**config.mk**
```make
export PLATFORM = sky130hd
export DESIGN_NAME = fcvt_f_x_pipe
export DESIGN_NICKNAME = d
export VERILOG_FILES = /design/src/rtl/fcvt_f_x_pipe_pkg.sv /design/src/rtl/fcvt_f_x_pipe_lzc.sv /design/src/rtl/fcvt_f_x_pipe.sv
export SDC_FILE = /design/constraint.sdc
export NUM_CORES = 1
export LEC_CHECK = 0
export ABC_AREA = 1
export BUFFER_PORTS_ARGS = -buffer_cell sky130_fd_sc_hd__buf_2
export CORE_UTILIZATION = 45
export CTS_BUF_LIST = sky130_fd_sc_hd__clkbuf_8
export DETAILED_ROUTE_END_ITERATION = 10
export GPL_TIMING_DRIVEN = 0
export MAX_ROUTING_LAYER = met4
export PLACE_DENSITY = 0.61
export SYNTH_ARGS = -nofsm -noshare
export SYNTH_HDL_FRONTEND = slang
export SYNTH_HIERARCHICAL = 1
export SYNTH_SLANG_ARGS = --single-unit
```
**constraint.sdc**
```tcl
create_clock -name CLK -period 5.75 [get_ports CLK]
set_input_delay 0.575 -clock CLK [delete_from_list [all_inputs] [get_ports CLK]]
set_output_delay 0.575 -clock CLK [all_outputs]
set_load 0.005 [all_outputs]
```
**src/rtl/fcvt_f_x_pipe_pkg.sv**
```systemverilog
// rtl/fcvt_f_x_pipe_pkg.sv - shared rounding-mode encodings and exponent bias helper
package fcvt_f_x_pipe_pkg;

  typedef enum logic [2:0] {
    RM_RNE = 3'd0,
    RM_RTZ = 3'd1,
    RM_RDN = 3'd2,
    RM_RUP = 3'd3,
    RM_RMM = 3'd4
  } rm_e;

  function automatic int exp_bias(input int f_exp);
    return (1 << (f_exp - 1)) - 1;
  endfunction

  // Reserved encodings 5-7 fall back to round-to-nearest-even.
  function automatic rm_e rm_decode(input logic [2:0] rm);
    if (rm > 3'd4) return RM_RNE;
    return rm_e'(rm);
  endfunction

endpackage

```
**src/rtl/fcvt_f_x_pipe_lzc.sv**
```systemverilog
// rtl/fcvt_f_x_pipe_lzc.sv - parametrised leading-zero counter
module lzc #(
  parameter int WIDTH = 64
) (
  input  logic [WIDTH-1:0]         d,
  output logic [$clog2(WIDTH)-1:0] cnt
);

  localparam int CW = $clog2(WIDTH);

  logic found;

  // An all-zero input reports 0; callers track the zero case separately.
  always_comb begin
    cnt   = '0;
    found = 1'b0;
    for (int i = WIDTH - 1; i >= 0; i--) begin
      if (!found && d[i]) begin
        cnt   = CW'(WIDTH - 1 - i);
        found = 1'b1;
      end
    end
  end

endmodule

```
**src/rtl/fcvt_f_x_pipe.sv**
```systemverilog
// rtl/fcvt_f_x_pipe.sv - 3-stage integer to float converter with valid/ready flow control
module fcvt_f_x_pipe
  import fcvt_f_x_pipe_pkg::*;
#(
  parameter int F_WIDTH = 32,
  parameter int F_EXP   = 8,
  parameter int F_FLAC  = 23,
  parameter int I_WIDTH = 64
) (
  input  logic               CLK,
  input  logic               RSTn,
  input  logic               in_valid,
  output logic               in_ready,
  input  logic [I_WIDTH-1:0] in1,
  input  logic               is_unsigned,
  input  logic               is_word,
  input  logic [2:0]         rm,
  input  logic               flush,
  output logic               out_valid,
  input  logic               out_ready,
  output logic [F_WIDTH-1:0] out1,
  output logic               inexact
);

  localparam int BIAS = exp_bias(F_EXP);
  localparam int LZW  = $clog2(I_WIDTH);
  localparam int NW   = I_WIDTH - 1;
  localparam int GPOS = I_WIDTH - 2 - F_FLAC;

  if (I_WIDTH > BIAS) begin : g_chk_range
    $error("I_WIDTH exceeds the exponent range");
  end
  if (F_WIDTH != 1 + F_EXP + F_FLAC) begin : g_chk_fmt
    $error("F_WIDTH must equal 1 + F_EXP + F_FLAC");
  end
  if (GPOS < 1 || I_WIDTH < 32) begin : g_chk_width
    $error("I_WIDTH too narrow for the fraction, guard and sticky bits");
  end

  logic s1_valid, s2_valid, s3_valid;
  logic s3_free, s2_free;

  assign s3_free   = ~s3_valid | out_ready;
  assign s2_free   = ~s2_valid | s3_free;
  assign in_ready  = ~s1_valid | s2_free;
  assign out_valid = s3_valid;

  // S1: select source width, extract sign and magnitude
  logic [I_WIDTH-1:0] fill_c, src_c, abs_c;
  logic               sign_c;

  always_comb begin
    fill_c = {I_WIDTH{~is_unsigned & in1[31]}};
    src_c  = is_word ? ((fill_c << 32) | I_WIDTH'(in1[31:0])) : in1;
    sign_c = ~is_unsigned & src_c[I_WIDTH-1];
    abs_c  = sign_c ? -src_c : src_c;
  end

  logic [I_WIDTH-1:0] s1_abs;
  logic               s1_sign, s1_zero;
  rm_e                s1_rm;

  always_ff @(posedge CLK) begin
    if (in_valid && in_ready) begin
      s1_abs  <= abs_c;
      s1_sign <= sign_c;
      s1_zero <= (abs_c == '0);
      s1_rm   <= rm_decode(rm);
    end
  end

  // S2: normalise so the leading one sits just above the stored bits
  logic [LZW-1:0] lz;

  lzc #(.WIDTH(I_WIDTH)) u_lzc (
    .d   (s1_abs),
    .cnt (lz)
  );

  logic [NW-1:0]    s2_norm;
  logic [F_EXP-1:0] s2_exp;
  logic             s2_sign, s2_zero;
  rm_e              s2_rm;

  always_ff @(posedge CLK) begin
    if (s1_valid && s2_free) begin
      s2_norm <= NW'(s1_abs << lz);
      s2_exp  <= F_EXP'(BIAS + I_WIDTH - 1) - F_EXP'(lz);
      s2_sign <= s1_sign;
      s2_zero <= s1_zero;
      s2_rm   <= s1_rm;
    end
  end

  // S3: round, pack and flag
  logic [F_FLAC-1:0]  frac_c;
  logic               guard_c, sticky_c, inc_c;
  logic [F_FLAC:0]    sum_c;
  logic [F_EXP-1:0]   exp_r_c;
  logic [F_WIDTH-1:0] pack_c;
  logic               nx_c;

  always_comb begin
    frac_c   = s2_norm[NW-1 -: F_FLAC];
    guard_c  = s2_norm[GPOS];
    sticky_c = |s2_norm[GPOS-1:0];
    case (s2_rm)
      RM_RTZ:  inc_c = 1'b0;
      RM_RDN:  inc_c = s2_sign & (guard_c | sticky_c);
      RM_RUP:  inc_c = ~s2_sign & (guard_c | sticky_c);
      RM_RMM:  inc_c = guard_c;
      default: inc_c = guard_c & (sticky_c | frac_c[0]);
    endcase
    sum_c   = {1'b0, frac_c} + {{F_FLAC{1'b0}}, inc_c};
    exp_r_c = s2_exp + {{(F_EXP-1){1'b0}}, sum_c[F_FLAC]};
    pack_c  = s2_zero ? '0 : {s2_sign, exp_r_c, sum_c[F_FLAC-1:0]};
    nx_c    = ~s2_zero & (guard_c | sticky_c);
  end

  always_ff @(posedge CLK or negedge RSTn) begin
    if (!RSTn) begin
      s1_valid <= 1'b0;
      s2_valid <= 1'b0;
      s3_valid <= 1'b0;
      out1     <= '0;
      inexact  <= 1'b0;
    end else if (flush) begin
      s1_valid <= 1'b0;
      s2_valid <= 1'b0;
      s3_valid <= 1'b0;
    end else begin
      if (in_ready) s1_valid <= in_valid;
      if (s2_free)  s2_valid <= s1_valid;
      if (s3_free)  s3_valid <= s2_valid;
      if (s2_valid && s3_free) begin
        out1    <= pack_c;
        inexact <= nx_c;
      end
    end
  end

endmodule

```
# Yosys cells after proc, flatten, opt, wreduce, memory -nomap -nowiden
# Index checks and enable logic that the tools add are counted.
# W data, S select, Z words.
op_classes:
  n_addsub: 4
  shifts: 1
  n_lt_le_gt_ge: 1
  muxes: 140
  eq_ne: 4
  n_bitwise: 19
  reduce_logical: 135
op_table:
  columns: ["operator", "n"]
  rows:
  - ["$mux W6", 32]
  - ["$mux W64", 2]
  - ["$mux W5", 16]
  - ["$mux W1", 72]
  - ["$logic_and A1 B1 Y1", 66]
  - ["$logic_not A64 Y1", 1]
  - ["$neg A64 Y64", 1]
  - ["$or A64 B32 Y64", 1]
  - ["$shl A64 B6 Y63", 1]
  - ["$logic_not A1 Y1", 63]
  - ["$reduce_or A39 Y1", 1]
  - ["$mux W32", 1]
  - ["$mux W4", 8]
  - ["$add A23 B1 Y24", 1]
  - ["$mux W3", 6]
  - ["$add A8 B1 Y8", 1]
  - ["$sub A8 B6 Y8 const A", 1]
  - ["$not A1 Y1", 7]
  - ["$and A1 B1 Y1", 6]
  - ["$eq A3 B2 Y1 const B", 2]
  - ["$reduce_bool A2 Y1", 3]
  - ["$or A1 B1 Y1", 5]
  - ["$mux W2", 2]
  - ["$pmux W1 S4", 1]
  - ["4 further kinds", 4]
word_totals:
  wordCells: 318
  ff_bits: 181
  input_bits: 74

# Longest topological paths before layout
depth:
  depth_word: 191
  ltp_mapped: 48
  ltp_nobuf: 46

# Hierarchy
# The synthesis kept the hierarchy.
by_module_without_submodules:
  columns: ["module", "seq_area_each_um2", "cells_per_inst", "area_each_um2", "instances"]
  rows:
  - ["fcvt_f_x_pipe", 5255.0, 1961, 13240.2, 1]
  - ["lzc", 0.0, 247, 1295.0, 1]

# Worst setup path after synthesis
# No wires, ideal clock.
synth_path:
  path_kind: "register -> register"
  startpoint: "reg s1_abs[60]"
  endpoint: "reg s2_norm[53] (data pin)"
  arrival_time_ns: 5.358
  setup_time_ns: 0.268
  path_stages_with_launch: 48
  slack_ns: 0.124
  path_cell_list: "edfxtp_1 > nor2_2 > nand3_2 > nor2_2 > nand4_1 > nor2_2 > nand4_1 > nor2_2 > nand4_1 > nor2_2 > nand4_1 > nor2_2 > nand4_2 > nor2_2 > nand4_1 > nor2_2 > nand4_2 > nor2_2 > [12 not listed] > nand4_2 > nor2_2 > nand3_1 > nand2_1 > buf_2 > inv_2 > buf_2 > buf_2 > nand2_1 > nand2_1 > o21ai_0 > inv_1 > nand2_1 > o21ai_0 > o211ai_1 > o21ai_0 > nand2_1 > o21ai_0"
synth_via:
  elab_chain_len: 183
  word_cells_on_any_way: 243
  cone_classes: "1 x shift; 121 x mux; 121 x reduce/logical"
synth_rtl:
  columns: ["item", "line_no", "source"]
  rows:
  - ["start: declaration", "fcvt_f_x_pipe.sv:59", "logic [I_WIDTH-1:0] s1_abs;"]
  - ["start signal: assignment", "fcvt_f_x_pipe.sv:65", "s1_abs <= abs_c;"]
  - ["$logic_and A1 B1 Y1 *", "fcvt_f_x_pipe_lzc.sv:18", "if (!found && d[i]) begin"]
  - ["$mux W1", "fcvt_f_x_pipe_lzc.sv:18", null]
  - ["$logic_not A1 Y1", "fcvt_f_x_pipe_lzc.sv:18", null]
  - ["$logic_and A1 B1 Y1", "fcvt_f_x_pipe_lzc.sv:18", null]
  - ["$mux W1", "fcvt_f_x_pipe_lzc.sv:18", null]
  - ["$logic_not A1 Y1", "fcvt_f_x_pipe_lzc.sv:18", null]
  - ["$logic_and A1 B1 Y1", "fcvt_f_x_pipe_lzc.sv:18", null]
  - ["$mux W1", "fcvt_f_x_pipe_lzc.sv:18", null]
  - ["[168 not listed]", null, null]
  - ["$logic_not A1 Y1", "fcvt_f_x_pipe_lzc.sv:18", null]
  - ["$logic_and A1 B1 Y1", "fcvt_f_x_pipe_lzc.sv:18", null]
  - ["$mux W1", "fcvt_f_x_pipe_lzc.sv:18", null]
  - ["$logic_not A1 Y1", "fcvt_f_x_pipe_lzc.sv:18", null]
  - ["$logic_and A1 B1 Y1", "fcvt_f_x_pipe_lzc.sv:18", null]
  - ["$mux W6 *", "fcvt_f_x_pipe_lzc.sv:18", null]
  - ["via lz[0]", "fcvt_f_x_pipe.sv:73", "logic [LZW-1:0] lz;"]
  - ["$shl A64 B6 Y63 *", "fcvt_f_x_pipe.sv:87", "s2_norm <= NW'(s1_abs << lz);"]
  - ["end signal: assignment", "fcvt_f_x_pipe.sv:87", null]
  - ["end: declaration", "fcvt_f_x_pipe.sv:80", "logic [NW-1:0] s2_norm;"]
# The timed path passes the listed nets; every way through them passes the cells marked *.
# A chain may end at the register's enable or synchronous reset.

# Worst setup path in the final report
# Ends and elaborated chain as after synthesis.

==> results.yml <==
worst_hold_path:
  worstHoldPathType: "input pin to async pin"
drt:
  wl_mm: 55.15
  drtPass1Iterations: 5
  route.detailed.drc: 0
  drtAntennaViolNets: 0
  drtIter0Drc: 1102
  via_per_inst: 5.598
  wl_per_cell_um: 19.25
  via_count: 16039
synth:
  yosys.area_share.adder: 0.005165
  syn_avg_cell_area_um2: 6.583
  synth_top_area_cell: "edfxtp_1"
  yosysMostFrequentCell: "nand2_1"
  yosys.area_share.simple: 0.3975
  ys_seq_area_frac: 0.3615
  synth_compound_area_frac: 0.1126
  synth_xor_area_frac: 0.007231
  synth_edf_count: 145
  synth.net_count: 2288
  yosys-top-cells-area: "edfxtp_1 30%, nand2_1 19%, o21ai_0 7.1%, nand3_1 7.0%, nor2_1 6.4%"
  synth.yosys.warnings: 6
  synthFlopType: "edfxtp_1"
  syn_inst: 2208
  synth_area_mm2: 0.01454
  synth_top_family_by_area: "simple AND/OR/NAND/NOR gates"
  postSynth.asyncResetShare: 0.1989
  ys_seq_elements: 181
  synth_common_cells: "751 x nand2_1, 246 x nor2_1, 229 x inv_1, 206 x o21ai_0, 203 x nand3_1"
  yosysTopAreaCellShare: 0.2996
  ys_types: 54
  synthMuxAreaShare: 0.02548
global_route:
  grt_max_degree: 77
  grt.overflow.total: 0
  antenna_found_initial: 1
  grt_pass1_wl_mm: 80.90
  grt_use_total: 0.3267
  grt_pass1_vias: 15013
outcome:
  status: "finished, violations left"
  violations: "negative setup slack"
clocking:
  root_buffer: "clkbuf_8"
  cts.sinks: 181
  clock_latency_ps: 510
  htree_levels: 4
  numCtsBuffers: 17
  clk_pin_slew_worst_paths_ps: 110
  cts_tree: "built"
  clock_path_buffers: 2
floorplanning:
  dieArea_mm2: 0.03302
  coreArea_mm2: 0.03164
  core.rowCount: 65
  die_w_um: 181.7
  io_pins: 109
  initial_utilization: 0.4594
  die_h_um: 181.7
place:
  io_buffers: 108
  numPlacedInstances: 2719
  hpwl_mm: 40.35
  post-place-ws_ps: -1700
  gp_congestion: 0.9732
flow_run:
  maxCapViolations: 0
worst_setup_path:
  crit_path_start_kind: "flop"
  endpoint_kind: "flop"
  max_stage_delay_ps: 430
  rrSetupSlack_ps: -980
  crit_type: "flop to flop"
  critical_path.max_fanout: 10
  cpMostUsedCell: "nand4_1"
  cp_slowest_cell: "edfxtp_1"
  arrival_ps: 7090
  critPathRequiredTime_ps: 6110
cells_and_area:
  drive_gt1_frac: 0.2989
  fin_nets: 2529
  final_core_util: 0.6199
  n_fill_cell: 2762
  area_delta_synth_final_pct: 34.92
  fin_cells: 2865
timing:
  slew_headroom: 0.3848
  setup_viol: 69
  finalWorstSetupSlack_ps: -982.1
  post-route-period-util: 1.171
  fin_crit_ps: 6732
  fmax_mhz: 148.5
  skew_ps: 19.70
  rsz0062_at_grt: "yes"
  hold_viol: 0
  whs_ps: 130.9
  worst_slew_pin_slew_ps: 922.8
  maxSlewViolCount: 0
power:
  powerDensity_mw_per_mm2: 231.9
  power.leakage_nw: 9.126
  p_total_mw: 4.548
  worst_ir_drop_vdd_mv: 0.1340
[flip-flops by register name, summed over array words and instances, names as in the netlist]
name and cells:
s1_valid 1, s2_exp 8, s1_rm 3, inexact 1
s2_rm 3, out_valid 1, s2_norm 63, s2_valid 1
s2_zero 1, s1_sign 1, out1 32, s1_zero 1
s1_abs 64, s2_sign 1
[per-layer routing]
metal | routed length, um | up-vias | GRT usage
met1 | 21540 | 7339 | 0.3605
met5 | 0 | - | -
met4 | 3931 | 0 | 0.2061
met3 | 2658 | 215 | 0.04132
met2 | 27020 | 691 | 0.5597
li1 | - | 7794 | -
[worst max-delay path, delay by kind of cell (launching register included)]
family                 cells  cell delay (ps)
buffers and inverters      8              920
muxes                      2              510
AOI/OAI and AO/OA          5              460
DFF                        1              430
and+or+nand+nor           30             4250
[power breakdown]
part | total, mW | switching (mW) | internal, mW | leakage [nW]
sequential | 1.70 | 0.105 | 1.59 | 1.85
clock | 0.987 | 0.537 | 0.450 | 0.226
combinational | 1.86 | 1.16 | 0.700 | 7.05
total | 4.55 | 1.81 | 2.74 | 9.13
[layout make-up]
cell class / instances / area [um^2] / area share
Inverter: 236 / 910.9 / 0.04645
Buffer: 94 / 884.6 / 0.04511
Clock inverter: 15 / 206.4 / 0.01053
Clock buffer: 17 / 234.0 / 0.01193
Multi-Input combinational cell: 1695 / 9958 / 0.5078
Timing Repair Buffer: 224 / 1657 / 0.08447
Sequential cell: 181 / 5255 / 0.2680
Antenna cell: 1 / 2.502 / 0.0001276
Tap cell: 402 / 503.0 / 0.02565
[cells by family (layout without fill, tap and decap cells)]
logic type               after synthesis  after routing
adder cells (fa/ha/maj)                6              6
XOR/XNOR                              12             12
flip-flops                           181            181
other                                  0              1
AO/OA/AOI/OAI                        297            297
multiplexers                          37             37
buffers and inverters                332            586
AND/OR/NAND/NOR                     1343           1343
[cell usage in the layout, fill, tap and decap left out, types with 14 or more instances in the layout]
cell type,count
o21ai_4,60
buf_2,127
nand2_2,85
o21ai_2,75
buf_6,30
nor3_1,14
o21ai_1,34
o21ai_0,48
nand4_1,47
nor2_1,217
nand3b_1,20
nand2_4,25
inv_1,222
nand3_2,32
clkbuf_8,20
dfrtp_1,36
buf_12,14
nand3_1,168
nand2_1,644
a21oi_1,29
nor2_2,35
edfxtp_1,145
buf_4,100
[timing repair]
action | in CTS | in global routing
setup endpoints to repair | 69 | 70
hold buffers | 0 | 0
cloned | 3 | 6
resized for setup | 564 | 274
setup buffers | 72 | 37
pin swaps | 88 | 121
[worst paths after layout]
kind	cells past startpoint	to	from
max in group asynchronous	1	out1[30]$_DFFE_PN0P_	RSTn
min in group CLK	2	out_valid$_DFFE_PN0P_	flush
min	1	out1[17]$_DFFE_PN0P_	RSTn
max	45	s2_norm[53]$_DFFE_PP_	s1_abs[60]$_DFFE_PP_
min reg2reg	0	s2_rm[2]$_DFFE_PP_	s1_rm[2]$_SDFFCE_PN0P_
max reg2reg	45	s2_norm[53]$_DFFE_PP_	s1_abs[60]$_DFFE_PP_
[through the flow]
step           area [um^2]  TNS (ps)
2_1_floorplan        14540         0
3_3_place_gp         15580    -71620
3_5_place_dp         15600    -81880
4_1_cts              18230    -12200
5_1_grt              19610    -76490
6_report             19610    -55740
No activity file was read; power rests on OpenSTA's default activity.
